**config.mk**
```make
export PLATFORM = sky130hd
export DESIGN_NAME = display_ram_writer_flat
export DESIGN_NICKNAME = d
export VERILOG_FILES = /design/src/rtl/display_ram_writer_if.sv /design/src/rtl/display_ram_writer.sv /design/src/flat_wrapper.sv
export SDC_FILE = /design/constraint.sdc
export NUM_CORES = 1
export LEC_CHECK = 0
export ABC_CLOCK_PERIOD_IN_PS = 4320
export BUFFER_PORTS_ARGS = -buffer_cell sky130_fd_sc_hd__buf_2
export CORE_ASPECT_RATIO = 1.2
export CORE_UTILIZATION = 55
export CTS_CLUSTER_DIAMETER = 50
export CTS_CLUSTER_SIZE = 14
export DETAILED_ROUTE_END_ITERATION = 7
export GPL_TIMING_DRIVEN = 0
export HOLD_SLACK_MARGIN = 0.05
export PLACE_DENSITY_LB_ADDON = 0.15
export SYNTH_ARGS = -nofsm -noshare
export SYNTH_HDL_FRONTEND = slang
export SYNTH_SLANG_ARGS = --single-unit
```
**constraint.sdc**
```tcl
create_clock -name ck100MHz -period 4.32 [get_ports ck100MHz]
set_input_delay 0.432 -clock ck100MHz [delete_from_list [all_inputs] [get_ports ck100MHz]]
set_output_delay 0.432 -clock ck100MHz [all_outputs]
set_load 0.01 [all_outputs]
```
**src/rtl/display_ram_writer_if.sv**
```systemverilog
// Bundle of the display RAM writer's stream inputs and RAM-side outputs.
// master = the datapath/bench that drives the streams, slave = the writer.
interface display_ram_writer_if;
    logic        freeze;
    logic        sampleValid;
    logic [7:0]  sampleTime;
    logic        magValid;
    logic [9:0]  magIndex;
    logic [15:0] magData;
    logic        enaTime;
    logic        weaTime;
    logic [9:0]  addraTime;
    logic [7:0]  dinaTime;
    logic        weaFreq;
    logic [9:0]  addraFreq;
    logic [7:0]  dinaFreq;
    logic        trigAuto;
    logic        frameDone;

    modport master (
        output freeze, sampleValid, sampleTime, magValid, magIndex, magData,
        input  enaTime, weaTime, addraTime, dinaTime,
        input  weaFreq, addraFreq, dinaFreq, trigAuto, frameDone
    );

    modport slave (
        input  freeze, sampleValid, sampleTime, magValid, magIndex, magData,
        output enaTime, weaTime, addraTime, dinaTime,
        output weaFreq, addraFreq, dinaFreq, trigAuto, frameDone
    );
endinterface

```
**src/rtl/display_ram_writer.sv**
```systemverilog
// Write-side producer for the time and frequency display RAMs.
// Time path: triggered (or timed-out) 640-sample capture with clamping.
// Freq path: shift/saturate FFT magnitudes into bar heights for the low bins.
module display_ram_writer #(
    parameter int TIME_LEN     = 640,
    parameter int FREQ_BINS    = 100,
    parameter int MAG_SHIFT    = 8,
    parameter int TIME_CLAMP   = 120,
    parameter int TRIG_TIMEOUT = 2048,
    parameter int HOLDOFF      = 4096
) (
    input  logic                 ck100MHz,
    input  logic                 rst,
    display_ram_writer_if.slave  bus
);
    typedef enum logic [2:0] {
        S_IDLE, S_ARM, S_WAIT_TRIG, S_CAPTURE, S_HOLDOFF
    } state_t;

    localparam logic signed [8:0] CLAMP_HI = 9'(TIME_CLAMP);
    localparam logic signed [8:0] CLAMP_LO = -CLAMP_HI;

    state_t      state_q;
    logic [12:0] cnt_q;          // timeout count in WAIT_TRIG, holdoff count in HOLDOFF
    logic [9:0]  addr_n_q;       // next capture address
    logic [7:0]  prev_q;         // previous accepted sample
    logic        ena_time_q;
    logic [9:0]  addra_time_q;
    logic [7:0]  dina_time_q;
    logic        trig_auto_q;
    logic        done_pend_q;
    logic        frame_done_q;

    logic        wea_freq_q, wea_freq_d;
    logic [9:0]  addra_freq_q, addra_freq_d;
    logic [7:0]  dina_freq_q, dina_freq_d;

    logic signed [8:0] samp9;
    logic [7:0]        clamped;
    logic              is_trigger;
    logic [15:0]       mag_shifted;

    assign samp9      = $signed({bus.sampleTime[7], bus.sampleTime});
    assign is_trigger = prev_q[7] && !bus.sampleTime[7];
    assign mag_shifted = bus.magData >> MAG_SHIFT;

    // Clamp the incoming sample to the displayable range.
    always_comb begin
        clamped = bus.sampleTime;
        if (samp9 > CLAMP_HI)
            clamped = CLAMP_HI[7:0];
        else if (samp9 < CLAMP_LO)
            clamped = CLAMP_LO[7:0];
    end

    // Time capture FSM with registered RAM-port outputs.
    always_ff @(posedge ck100MHz) begin
        if (rst) begin
            state_q      <= S_ARM;
            cnt_q        <= '0;
            addr_n_q     <= '0;
            prev_q       <= '0;
            ena_time_q   <= 1'b0;
            addra_time_q <= '0;
            dina_time_q  <= '0;
            trig_auto_q  <= 1'b0;
            done_pend_q  <= 1'b0;
            frame_done_q <= 1'b0;
        end else begin
            ena_time_q   <= 1'b0;
            done_pend_q  <= 1'b0;
            frame_done_q <= done_pend_q;
            if (bus.sampleValid)
                prev_q <= bus.sampleTime;
            case (state_q)
                S_IDLE: begin
                    if (!bus.freeze)
                        state_q <= S_ARM;
                end
                S_ARM: begin
                    cnt_q <= '0;
                    if (bus.freeze)
                        state_q <= S_IDLE;
                    else if (bus.sampleValid)
                        state_q <= S_WAIT_TRIG;
                end
                S_WAIT_TRIG: begin
                    if (bus.freeze) begin
                        state_q <= S_IDLE;
                    end else if (bus.sampleValid) begin
                        if (is_trigger || cnt_q == 13'(TRIG_TIMEOUT - 1)) begin
                            state_q      <= S_CAPTURE;
                            ena_time_q   <= 1'b1;
                            addra_time_q <= '0;
                            dina_time_q  <= clamped;
                            addr_n_q     <= 10'd1;
                            trig_auto_q  <= !is_trigger;
                        end else begin
                            cnt_q <= cnt_q + 13'd1;
                        end
                    end
                end
                S_CAPTURE: begin
                    // freeze is honoured only once the frame is complete
                    if (bus.sampleValid) begin
                        ena_time_q   <= 1'b1;
                        addra_time_q <= addr_n_q;
                        dina_time_q  <= clamped;
                        if (addr_n_q == 10'(TIME_LEN - 1)) begin
                            done_pend_q <= 1'b1;
                            cnt_q       <= '0;
                            state_q     <= bus.freeze ? S_IDLE : S_HOLDOFF;
                        end else begin
                            addr_n_q <= addr_n_q + 10'd1;
                        end
                    end
                end
                S_HOLDOFF: begin
                    if (bus.freeze) begin
                        state_q <= S_IDLE;
                    end else if (bus.sampleValid) begin
                        if (cnt_q == 13'(HOLDOFF - 1))
                            state_q <= S_ARM;
                        else
                            cnt_q <= cnt_q + 13'd1;
                    end
                end
                default: state_q <= S_ARM;
            endcase
        end
    end

    // Next-state of the frequency write port; address/data hold between writes.
    always_comb begin
        wea_freq_d   = 1'b0;
        addra_freq_d = addra_freq_q;
        dina_freq_d  = dina_freq_q;
        if (bus.magValid && bus.magIndex < 10'(FREQ_BINS)) begin
            wea_freq_d   = 1'b1;
            addra_freq_d = bus.magIndex;
            dina_freq_d  = (|mag_shifted[15:8]) ? 8'hFF : mag_shifted[7:0];
        end
    end

    // Frequency write port registers.
    always_ff @(posedge ck100MHz) begin
        if (rst) begin
            wea_freq_q   <= 1'b0;
            addra_freq_q <= '0;
            dina_freq_q  <= '0;
        end else begin
            wea_freq_q   <= wea_freq_d;
            addra_freq_q <= addra_freq_d;
            dina_freq_q  <= dina_freq_d;
        end
    end

    assign bus.enaTime   = ena_time_q;
    assign bus.weaTime   = ena_time_q;
    assign bus.addraTime = addra_time_q;
    assign bus.dinaTime  = dina_time_q;
    assign bus.weaFreq   = wea_freq_q;
    assign bus.addraFreq = addra_freq_q;
    assign bus.dinaFreq  = dina_freq_q;
    assign bus.trigAuto  = trig_auto_q;
    assign bus.frameDone = frame_done_q;
endmodule
```
**src/flat_wrapper.sv**
```systemverilog
// flat-port wrapper written by rule: the top's interface ports become plain ports
module display_ram_writer_flat 
#(
    parameter int TIME_LEN     = 640,
    parameter int FREQ_BINS    = 100,
    parameter int MAG_SHIFT    = 8,
    parameter int TIME_CLAMP   = 120,
    parameter int TRIG_TIMEOUT = 2048,
    parameter int HOLDOFF      = 4096
)
  (ck100MHz, rst, bus_freeze, bus_sampleValid, bus_sampleTime, bus_magValid, bus_magIndex, bus_magData, bus_enaTime, bus_weaTime, bus_addraTime, bus_dinaTime, bus_weaFreq, bus_addraFreq, bus_dinaFreq, bus_trigAuto, bus_frameDone);
  display_ram_writer_if bus_i ();
  input  logic ck100MHz;
  input  logic rst;
  input wire logic [$bits(bus_i.freeze)-1:0] bus_freeze;
  input wire logic [$bits(bus_i.sampleValid)-1:0] bus_sampleValid;
  input wire logic [$bits(bus_i.sampleTime)-1:0] bus_sampleTime;
  input wire logic [$bits(bus_i.magValid)-1:0] bus_magValid;
  input wire logic [$bits(bus_i.magIndex)-1:0] bus_magIndex;
  input wire logic [$bits(bus_i.magData)-1:0] bus_magData;
  output wire logic [$bits(bus_i.enaTime)-1:0] bus_enaTime;
  output wire logic [$bits(bus_i.weaTime)-1:0] bus_weaTime;
  output wire logic [$bits(bus_i.addraTime)-1:0] bus_addraTime;
  output wire logic [$bits(bus_i.dinaTime)-1:0] bus_dinaTime;
  output wire logic [$bits(bus_i.weaFreq)-1:0] bus_weaFreq;
  output wire logic [$bits(bus_i.addraFreq)-1:0] bus_addraFreq;
  output wire logic [$bits(bus_i.dinaFreq)-1:0] bus_dinaFreq;
  output wire logic [$bits(bus_i.trigAuto)-1:0] bus_trigAuto;
  output wire logic [$bits(bus_i.frameDone)-1:0] bus_frameDone;
  assign bus_i.freeze = bus_freeze;
  assign bus_i.sampleValid = bus_sampleValid;
  assign bus_i.sampleTime = bus_sampleTime;
  assign bus_i.magValid = bus_magValid;
  assign bus_i.magIndex = bus_magIndex;
  assign bus_i.magData = bus_magData;
  assign bus_enaTime = bus_i.enaTime;
  assign bus_weaTime = bus_i.weaTime;
  assign bus_addraTime = bus_i.addraTime;
  assign bus_dinaTime = bus_i.dinaTime;
  assign bus_weaFreq = bus_i.weaFreq;
  assign bus_addraFreq = bus_i.addraFreq;
  assign bus_dinaFreq = bus_i.dinaFreq;
  assign bus_trigAuto = bus_i.trigAuto;
  assign bus_frameDone = bus_i.frameDone;
  display_ram_writer #(.TIME_LEN(TIME_LEN), .FREQ_BINS(FREQ_BINS), .MAG_SHIFT(MAG_SHIFT), .TIME_CLAMP(TIME_CLAMP), .TRIG_TIMEOUT(TRIG_TIMEOUT), .HOLDOFF(HOLDOFF)) u_core (.ck100MHz(ck100MHz), .rst(rst), .bus(bus_i));
endmodule
```
== Yosys cells after proc, flatten, opt, wreduce, memory -nomap -nowiden ==
Index checks and enable logic that the tools add are counted.

* Add/sub/neg operators: 2
* Magnitude comparators: 3
* Equal/unequal tests: 23
* Muxes and demuxes: 47
* Bitwise logic cells: 3
* Reductions and logical operators: 14

{| class="wikitable"
|+ Operators by type and width
! kind !! number
|-
| $mux W13 || 8
|-
| $mux W10 || 9
|-
| $pmux W13 S4 || 1
|-
| $mux W8 || 6
|-
| $pmux W10 S2 || 2
|-
| $mux W3 || 12
|-
| $ne A2 B2 Y1 const B || 9
|-
| $pmux W8 S2 || 1
|-
| $pmux W3 S5 || 1
|-
| $add A13 B1 Y13 const B || 1
|-
| $eq A13 B11 Y1 const B || 1
|-
| $eq A13 B12 Y1 const B || 1
|-
| $add A10 B1 Y10 const B || 1
|-
| $eq A10 B10 Y1 const B || 1
|-
| $lt A10 B7 Y1 const B || 1
|-
| $ne A3 B3 Y1 const B || 3
|-
| $reduce_and A9 Y1 || 1
|-
| $gt A8 B8 Y1 const B || 1
|-
| $lt A8 B8 Y1 const B || 1
|-
| $reduce_and A8 Y1 || 1
|-
| $eq A3 B2 Y1 const B || 2
|-
| $mux W1 || 6
|-
| $ne A3 B2 Y1 const B || 2
|-
| $reduce_and A6 Y1 || 1
|-
| 14 further kinds || 19
|}

* Register bits after elaboration: 75
* Input bits: 39
* Output and inout bits: 41
* Word-level logic and storage cells: 105

== Depth between registers and ports, before layout ==
Gate-level depths: netlist of run 1.

* Word-level depth: 7
* Gate-level depth with buffers: 7
* Mapped depth without buffers: 6

== Worst setup path after synthesis of run 1 ==
OpenSTA, ideal clock, no wires.

* Kind: register to register
* Start point: reg u_core.addr_n_q[0]
* End point: reg u_core.cnt_q[11]
* Setup time: 0.132 ns
* Data arrival time: 2.098 ns
* Data required time: 4.188 ns
* Slack: 2.090 ns
* Cell stages (with the launch flop): 8
* Buffers on the path: 1
* Clock period less this slack: 2.230 ns
* Cell sequence: dfxtp_1 -> ha_1 -> nand4_1 -> or4_4 -> a211o_1 -> buf_6 -> o31ai_1 -> a21oi_1

* Word-level cells in the longest chain between the ends: 3

{| class="wikitable"
|+ RTL lines
! item !! RTL line !! text
|-
| from (decl) || display_ram_writer.sv:25 || <nowiki>logic [9:0] addr_n_q;</nowiki>
|-
| from (signal assigned) || display_ram_writer.sv:114 || <nowiki>addr_n_q <= addr_n_q + 10'd1;</nowiki>
|-
| $eq A10 B10 Y1 || display_ram_writer.sv:109 || <nowiki>if (addr_n_q == 10'(TIME_LEN - 1)) begin</nowiki>
|-
| $ne A2 B1 Y1 (no source line) || n/a ||
|-
| $reduce_and A9 Y1 (no source line) || n/a ||
|-
| to (signal assigned) || display_ram_writer.sv:99 || <nowiki>cnt_q <= cnt_q + 13'd1;</nowiki>
|-
| to (signal assigned) || display_ram_writer.sv:125 || <nowiki>cnt_q <= cnt_q + 13'd1;</nowiki>
|-
| to (decl) || display_ram_writer.sv:24 || <nowiki>logic [12:0] cnt_q;</nowiki>
|}

Every way passes these cells.
A chain may end at the register's enable or synchronous reset.

== Worst setup path after layout of run 1 ==
* Start point: reg u_core.addr_n_q[0]
* End point: reg u_core.cnt_q[5]

Same word-level chain as after synthesis.

==> run metrics, run 1 <==
status finished clean; mapped cell area 3190 µm²; Post-synth ARST share 0%; initial antenna violation count 0; remaining antenna violation count after routing 0; Syn Area/Cell 8.33 µm²; Multi-input gate area 1690 µm²; sw frac 32.1%; CTS Hold Buffers Added 0; CP startpoint kind register; CTS Sinks 68; Max Fclk ~400 MHz; clk_lat worst skew 0.34 ns; Initial Utilization 56.7%; LEAKAGE approximately 1.7 nW; largest net degree at the start of global routing 12; Worst VDD drop 0.235 mV; final std cells w/o fill 530; CTS Root Cell clkbuf_8; Max Cap Violations 0; Worst Reg2Reg Path Length in Cells 7; power density over the cells around 420 nW/µm²; vias in the first global route between 2000 and 3000; die width between 70 and 80 µm; # IOs 80; Power Total around 1.6 mW; min setup slack post-route 1.81 ns; fin. max-slew vios 0; Worst Path Arrival 2.71 ns; Hold Worst Slack ~0.33 ns; Distinct cells, synth 55; final net count 504; synth cell count leaders 68 x dfxtp_1, 44 x nor2_1, 40 x a21oi_1, 25 x nand3_1, 20 x clkbuf_1; fillcell total 473; global-route wire length before repair approximately 13000 µm; YS warnings 0; area grow syn2layout 19.6%; Area contributors post-synth dfxtp_1 43%, a21oi_1 6.3%, nor2_1 5.2%; syn nets approximately 430; Post-synth EDFFs 0; RSZ-0062 raised after global routing no; Hold Vio Cnt, Final 0; top cell type's share of synthesized area between 40% and 50%; gpl congestion 0.892; GRT Overall Usage about 28%; pre-CTS setup slack ~1.9 ns; clock transition at the registers of the reported paths around 0.070 ns; Tightest Pin Transition 0.824 ns; final worst path period need 2.51 ns; H-tree levels 3; critical path peak fanout 10; Power Internal approximately 1.1 mW; hold path depth 3; Hold Crit Class input port to register; # rows 30; area leader, netlist dfxtp_1; sequential area share after synthesis between 40% and 50%; relative slew slack 45.1%; Post-synth top flop dfxtp_1; DRT iter0 DRCs ~260; DR pass1 iterations 5; final-report setup violation count 0; FF+latch area 1360 µm²; core area 5630 µm²; DRC Markers 0; CTS Buf Count 9; grt ovf 0; Post-Route WL around 8400 µm; share of layout cells above drive strength 1 approximately 20%; Mapped Cells 383; most common cell in the netlist dfxtp_1; TritonCTS clock tree built; clk_skew roughly 0.0063 ns; data required time of the worst path about 4.5 ns; die height 85.5 µm; power share of the sequential group 41.2%; # Post-CTS Setup Buffers 0; WL per Instance 15.9 µm; vias per cell between 6 and 7; path type of the worst setup path register to register; count of input and output buffers roughly 70; Gate power share a little under a quarter; die area roughly 6100 µm²; dpl hpwl 5940 µm; Setup TNS 0 ns; final period utilization between 50% and 60%; CP endpoint kind register; Seq cells post-synth 68; Clk pwr share 35.2%; diode count 0; clock buffer depth 2; Post-CTS Resized 0; placed insts around 500; NetSw just over 500 µW; Via Count roughly 3300
## registers in the layout (all words and copies together), names as in the netlist
name	cells
u_core.bus.addraTime	10
u_core.state_q	3
u_core.bus.trigAuto	1
u_core.bus.weaFreq	1
u_core.bus.dinaFreq	8
u_core.bus.dinaTime	8
u_core.addr_n_q	10
u_core.cnt_q	13
u_core.done_pend_q	1
u_core.bus.frameDone	1
u_core.bus.enaTime	1
u_core.bus.addraFreq	10
u_core.prev_q	1
## cells by family (layout without fill, tap and decap cells)
family,count (synthesis),after routing,share of synthesized area [%]
and+or+nand+nor,149,149,24.9
AOI/OAI and AO/OA,112,112,21.8
DFF,68,68,42.7
buffers and inverters,35,118,4.55
muxes,15,15,4.70
adders and majority gates,3,3,1.18
xor gates and xnor gates,1,1,0.274
## stage by stage
step	area, µm²	utilization [%]
global placement	3610	64.2
finish	3820	67.8
global route	3820	67.8
CTS	3820	67.8
detailed placement	3610	64.2
floorplan	3190	-
## placed cells by master (no fill, tap or decap), types with 10 or more instances in the layout
master | synthesis | layout
buf_2 | 2 | 70
dfxtp_1 | 68 | 68
nor2_1 | 44 | 44
a21oi_1 | 40 | 40
nand3_1 | 25 | 25
clkbuf_1 | 20 | 21
nand2_1 | 16 | 16
nor3_1 | 16 | 16
o21ai_1 | 15 | 15
mux2i_1 | 15 | 15
o21ai_0 | 12 | 12
nor2b_1 | 10 | 10
## power groups by stage
| stage | sequential (mW) | combinational (mW) | clock [mW] |
|---|---|---|---|
| floorplan | 0.681 | 0.262 | 0 |
| global placement | 0.677 | 0.365 | 0 |
| detailed placement | 0.678 | 0.371 | 0 |
| CTS | 0.664 | 0.373 | 0.564 |
| global route | 0.666 | 0.415 | 0.595 |
| finish | 0.663 | 0.380 | 0.567 |
## critical path, stage by stage, from the launching register on
cell	delay (ns)
dfxtp_1	0.40
ha_1	0.25
nand4_1	0.22
or4_4	0.61
a211o_1	0.39
buf_6	0.17
o31ai_1	0.24
a21oi_1	0.10
## metal layers
layer	global-route usage, %	up-vias	share of wire (%)
li1	-	1577	-
met1	34.0	1547	41
met2	48.2	140	50
met3	4.39	21	5.6
met4	14.4	0	2.8
met5	0	-	0
## path summary, 6_finish.rpt
check                                                      from                                  end  slack, ns
worst max-delay path            u_core.addr_n_q[0]$_SDFFE_PP0P_         u_core.cnt_q[5]$_SDFFE_PP0P_       1.81
worst min-delay path                             bus_magData[9]  u_core.bus.dinaFreq[1]$_SDFFE_PP0P_       0.33
worst max register to register  u_core.addr_n_q[0]$_SDFFE_PP0P_         u_core.cnt_q[5]$_SDFFE_PP0P_       1.81
worst min register to register    u_core.done_pend_q$_SDFF_PP0_      u_core.bus.frameDone$_SDFF_PP0_       0.44
## layout make-up
| type | instances | share of cell area [%] |
|---|---|---|
| Multi-Input combinational cell | 280 | 44.1 |
| Sequential cell | 68 | 35.7 |
| Timing Repair Buffer | 68 | 8.92 |
| Clock buffer | 10 | 3.34 |
| Buffer | 26 | 2.92 |
| Tap cell | 64 | 2.10 |
| Clock inverter | 5 | 2.03 |
| Inverter | 9 | 0.885 |
(Power assumes the default switching activity.)
==> inputs of run 2 (changes only) <==
--- a/config.mk
+++ b/config.mk
@@ -5,10 +5,10 @@
 export SDC_FILE = /design/constraint.sdc
 export NUM_CORES = 1
 export LEC_CHECK = 0
-export ABC_CLOCK_PERIOD_IN_PS = 4320
+export ABC_CLOCK_PERIOD_IN_PS = 2100
 export BUFFER_PORTS_ARGS = -buffer_cell sky130_fd_sc_hd__buf_2
 export CORE_ASPECT_RATIO = 1.2
-export CORE_UTILIZATION = 55
+export CORE_UTILIZATION = 48
 export CTS_CLUSTER_DIAMETER = 50
 export CTS_CLUSTER_SIZE = 14
 export DETAILED_ROUTE_END_ITERATION = 7
==> constraint.sdc (replaced) <==
create_clock -name ck100MHz -period 2.1 [get_ports ck100MHz]
set_input_delay 0.21 -clock ck100MHz [delete_from_list [all_inputs] [get_ports ck100MHz]]
set_output_delay 0.21 -clock ck100MHz [all_outputs]
set_load 0.01 [all_outputs]
==> run 2 against run 1 <==
  * The flow now finishes with violations (negative setup slack)
  * Die area increased by 14%
  * First-iteration DRC count fell by 30%
  * Core utilization shrank 3.6 points
  * Largest cell class unchanged
  * Routed wire length grew 3.3%
  * Sequential share of layout area fell by 2.3 points
  * Non-clock buffer count grew 12
  * Fmax grew 11%
  * Combinational power grew to 2.8 times the previous value
  * Sequential cell count unchanged
  * Highest routed layer unchanged
  * Sequential power up 110%
  * Register-to-register slack worse by 2.0 ns
==> run metrics, run 2 (synthesized netlist as in run 1, its figures left out) <==
status finished with violations (was finished clean); failing checks negative setup slack; Hold Vio Cnt, Final 0 (unchanged); Worst Path Arrival 2.47 ns (was 2.71 ns); count of input and output buffers 68 (unchanged); number of flip-flops in the largest register 13 (unchanged); initial antenna violation count 0 (unchanged); critical path peak fanout 10 (unchanged); core area 6450 µm² (was 5630 µm²); Worst path slowest cell or4_4 (unchanged); # IOs 80 (unchanged); sw frac 33.6% (was 32.1%); Most flops, register u_core.cnt_q (unchanged); Final Cell Area 4140 µm² (was 3820 µm²); delay-heaviest family, CP simple AND/OR/NAND/NOR gates (unchanged); clock buffer depth 2 (unchanged); Max Cap Violations 0 (unchanged); vias in the first global route 3089 (was 2937); Gate power share 30.2% (was 23.6%); final net count 516 (was 504); Worst path max stage delay 0.57 ns (was 0.61 ns); share of layout cells above drive strength 1 31.0% (was 20.0%); most frequent cells in the layout 70 x buf_2, 59 x dfxtp_1, 43 x nor2_1 (was 70 x buf_2, 68 x dfxtp_1, 44 x nor2_1); final core utilization 64.2% (was 67.8%); LEAKAGE 1.74 nW (was 1.68 nW); Worst VDD drop 0.473 mV (was 0.235 mV); power share of the sequential group 39.2% (was 41.2%); Max Fclk 442 MHz (was 399 MHz); area grow syn2layout 29.7% (was 19.6%); CTS Buf Count 9 (unchanged); Initial Utilization 49.5% (was 56.7%); die height 91.3 µm (was 85.5 µm); Via Count 3276 (was 3285); CP cell instances or3b_4, or4_4, a211o_4, buf_12, o31ai_2, a21oi_1 (was ha_1, nand4_1, or4_4, a211o_1, buf_6, o31ai_1, a21oi_1); TritonCTS clock tree built (unchanged); CP startpoint kind register (unchanged); dpl hpwl 5810 µm (was 5940 µm); DRT iter0 DRCs 179 (was 255); min setup slack post-route -0.162 ns (was 1.81 ns); Post-Route WL 8690 µm (was 8410 µm); CTS Root Cell clkbuf_8 (unchanged); global-route wire length before repair 14200 µm (was 13500 µm); clock transition at the registers of the reported paths 0.08 ns (was 0.07 ns); clk_lat worst skew 0.35 ns (was 0.34 ns); Tightest Pin Transition 0.787 ns (was 0.824 ns); placed cell area 3640 µm² (was 3610 µm²); power density over the cells 839 nW/µm² (was 422 nW/µm²); gpl congestion 0.884 (was 0.892); grt ovf 0 (unchanged); CP endpoint kind register (unchanged); commonest non-fill, non-tap cell in the layout buf_2 (unchanged); final worst path period need 2.26 ns (was 2.51 ns); vias per cell 5.82 (was 6.20); Buf/Inv on CP 1 (unchanged); die width 76.4 µm (was 71.5 µm); Power Internal 2.31 mW (was 1.09 mW); WL per Instance 15.4 µm (was 15.9 µm); # rows 32 (was 30); path type of the worst setup path register to register (unchanged); NetSw 1.17 mW (was 517 µW); fin. max-slew vios 0 (unchanged); placed insts 536 (was 515); final period utilization 108% (was 58.0%); data required time of the worst path 2.31 ns (was 4.53 ns); CTS Sinks 68 (unchanged); DR pass1 iterations 4 (was 5); clk_skew 0.00893 ns (was 0.00628 ns); remaining antenna violation count after routing 0 (unchanged); final-report setup violation count 13 (was 0); Hold Crit Class input port to register (unchanged); relative slew slack 47.2% (was 45.1%); RSZ-0062 raised after global routing yes (was no); final std cells w/o fill 563 (was 530); Setup TNS -1.70 ns (was 0 ns); Clk pwr share 30.6% (was 35.2%); GRT Overall Usage 25.8% (was 28.2%); DRC Markers 0 (unchanged); H-tree levels 3 (unchanged); largest net degree at the start of global routing 12 (unchanged); diode count 0 (unchanged); die area 6980 µm² (was 6110 µm²)
-- run 2: final timing paths --
check / start / cells past startpoint / endpoint / slack, ns
min: bus_magData[15] / 3 / u_core.bus.dinaFreq[7]$_SDFFE_PP0P_ / 0.09
min reg2reg: u_core.done_pend_q$_SDFF_PP0_ / 1 / u_core.bus.frameDone$_SDFF_PP0_ / 0.44
max reg2reg: u_core.addr_n_q[8]$_SDFFE_PP0P_ / 6 / u_core.cnt_q[4]$_SDFFE_PP0P_ / -0.16
max: u_core.addr_n_q[8]$_SDFFE_PP0P_ / 6 / u_core.cnt_q[4]$_SDFFE_PP0P_ / -0.16
-- run 2: worst min-delay path, cell delays in order --
cell     delay, ns
buf_2         0.07
mux2i_1       0.05
nor2_1        0.07
-- run 2: layout make-up --
| class | instances | area (µm²) |
|---|---|---|
| inverters | 9 | 33.8 |
| plain buffers | 25 | 129 |
| repair buffers | 81 | 442 |
| well taps | 85 | 106 |
| clock buffers | 10 | 138 |
| fillers | 584 | 2310 |
| flip-flops and latches | 68 | 1380 |
| clock inverters | 5 | 52.6 |
| multi-input cells | 280 | 1860 |
-- run 2: power groups by stage --
stage	clock [mW]	sequential [mW]	combinational [mW]
after floorplan	0	1.40	0.540
after global placement	0	1.39	0.762
after detailed placement	0	1.39	0.768
after CTS	1.08	1.36	0.950
after global routing	1.14	1.37	1.13
final	1.06	1.36	1.05
-- run 2: stage by stage --
step           hold WS, ns  power, mW  setup WS (ns)
2_1_floorplan        0.354       1.94       -0.00425
3_3_place_gp         0.418       2.15         -0.271
3_5_place_dp         0.423       2.16         -0.361
4_1_cts             0.0885       3.39         -0.151
5_1_grt             0.0928       3.63         -0.206
6_report            0.0909       3.47         -0.162
-- run 2: routing by layer --
layer | up-vias | global-route usage [%] | routed length [µm]
met5 | - | 0 | 0
met4 | 0 | 15.1 | 200
met3 | 17 | 4.72 | 353
met2 | 103 | 44.2 | 4460
met1 | 1549 | 29.8 | 3680
li1 | 1607 | - | -
-- run 2: repair_timing --
item                       4_1_cts  5_1_grt
pin swaps                        3        2
setup endpoints to repair       31       32
cloned                           1        0
hold endpoints to repair         0        0
buffers inserted                 8        4
hold buffers                     0        0
resized for setup               34       19
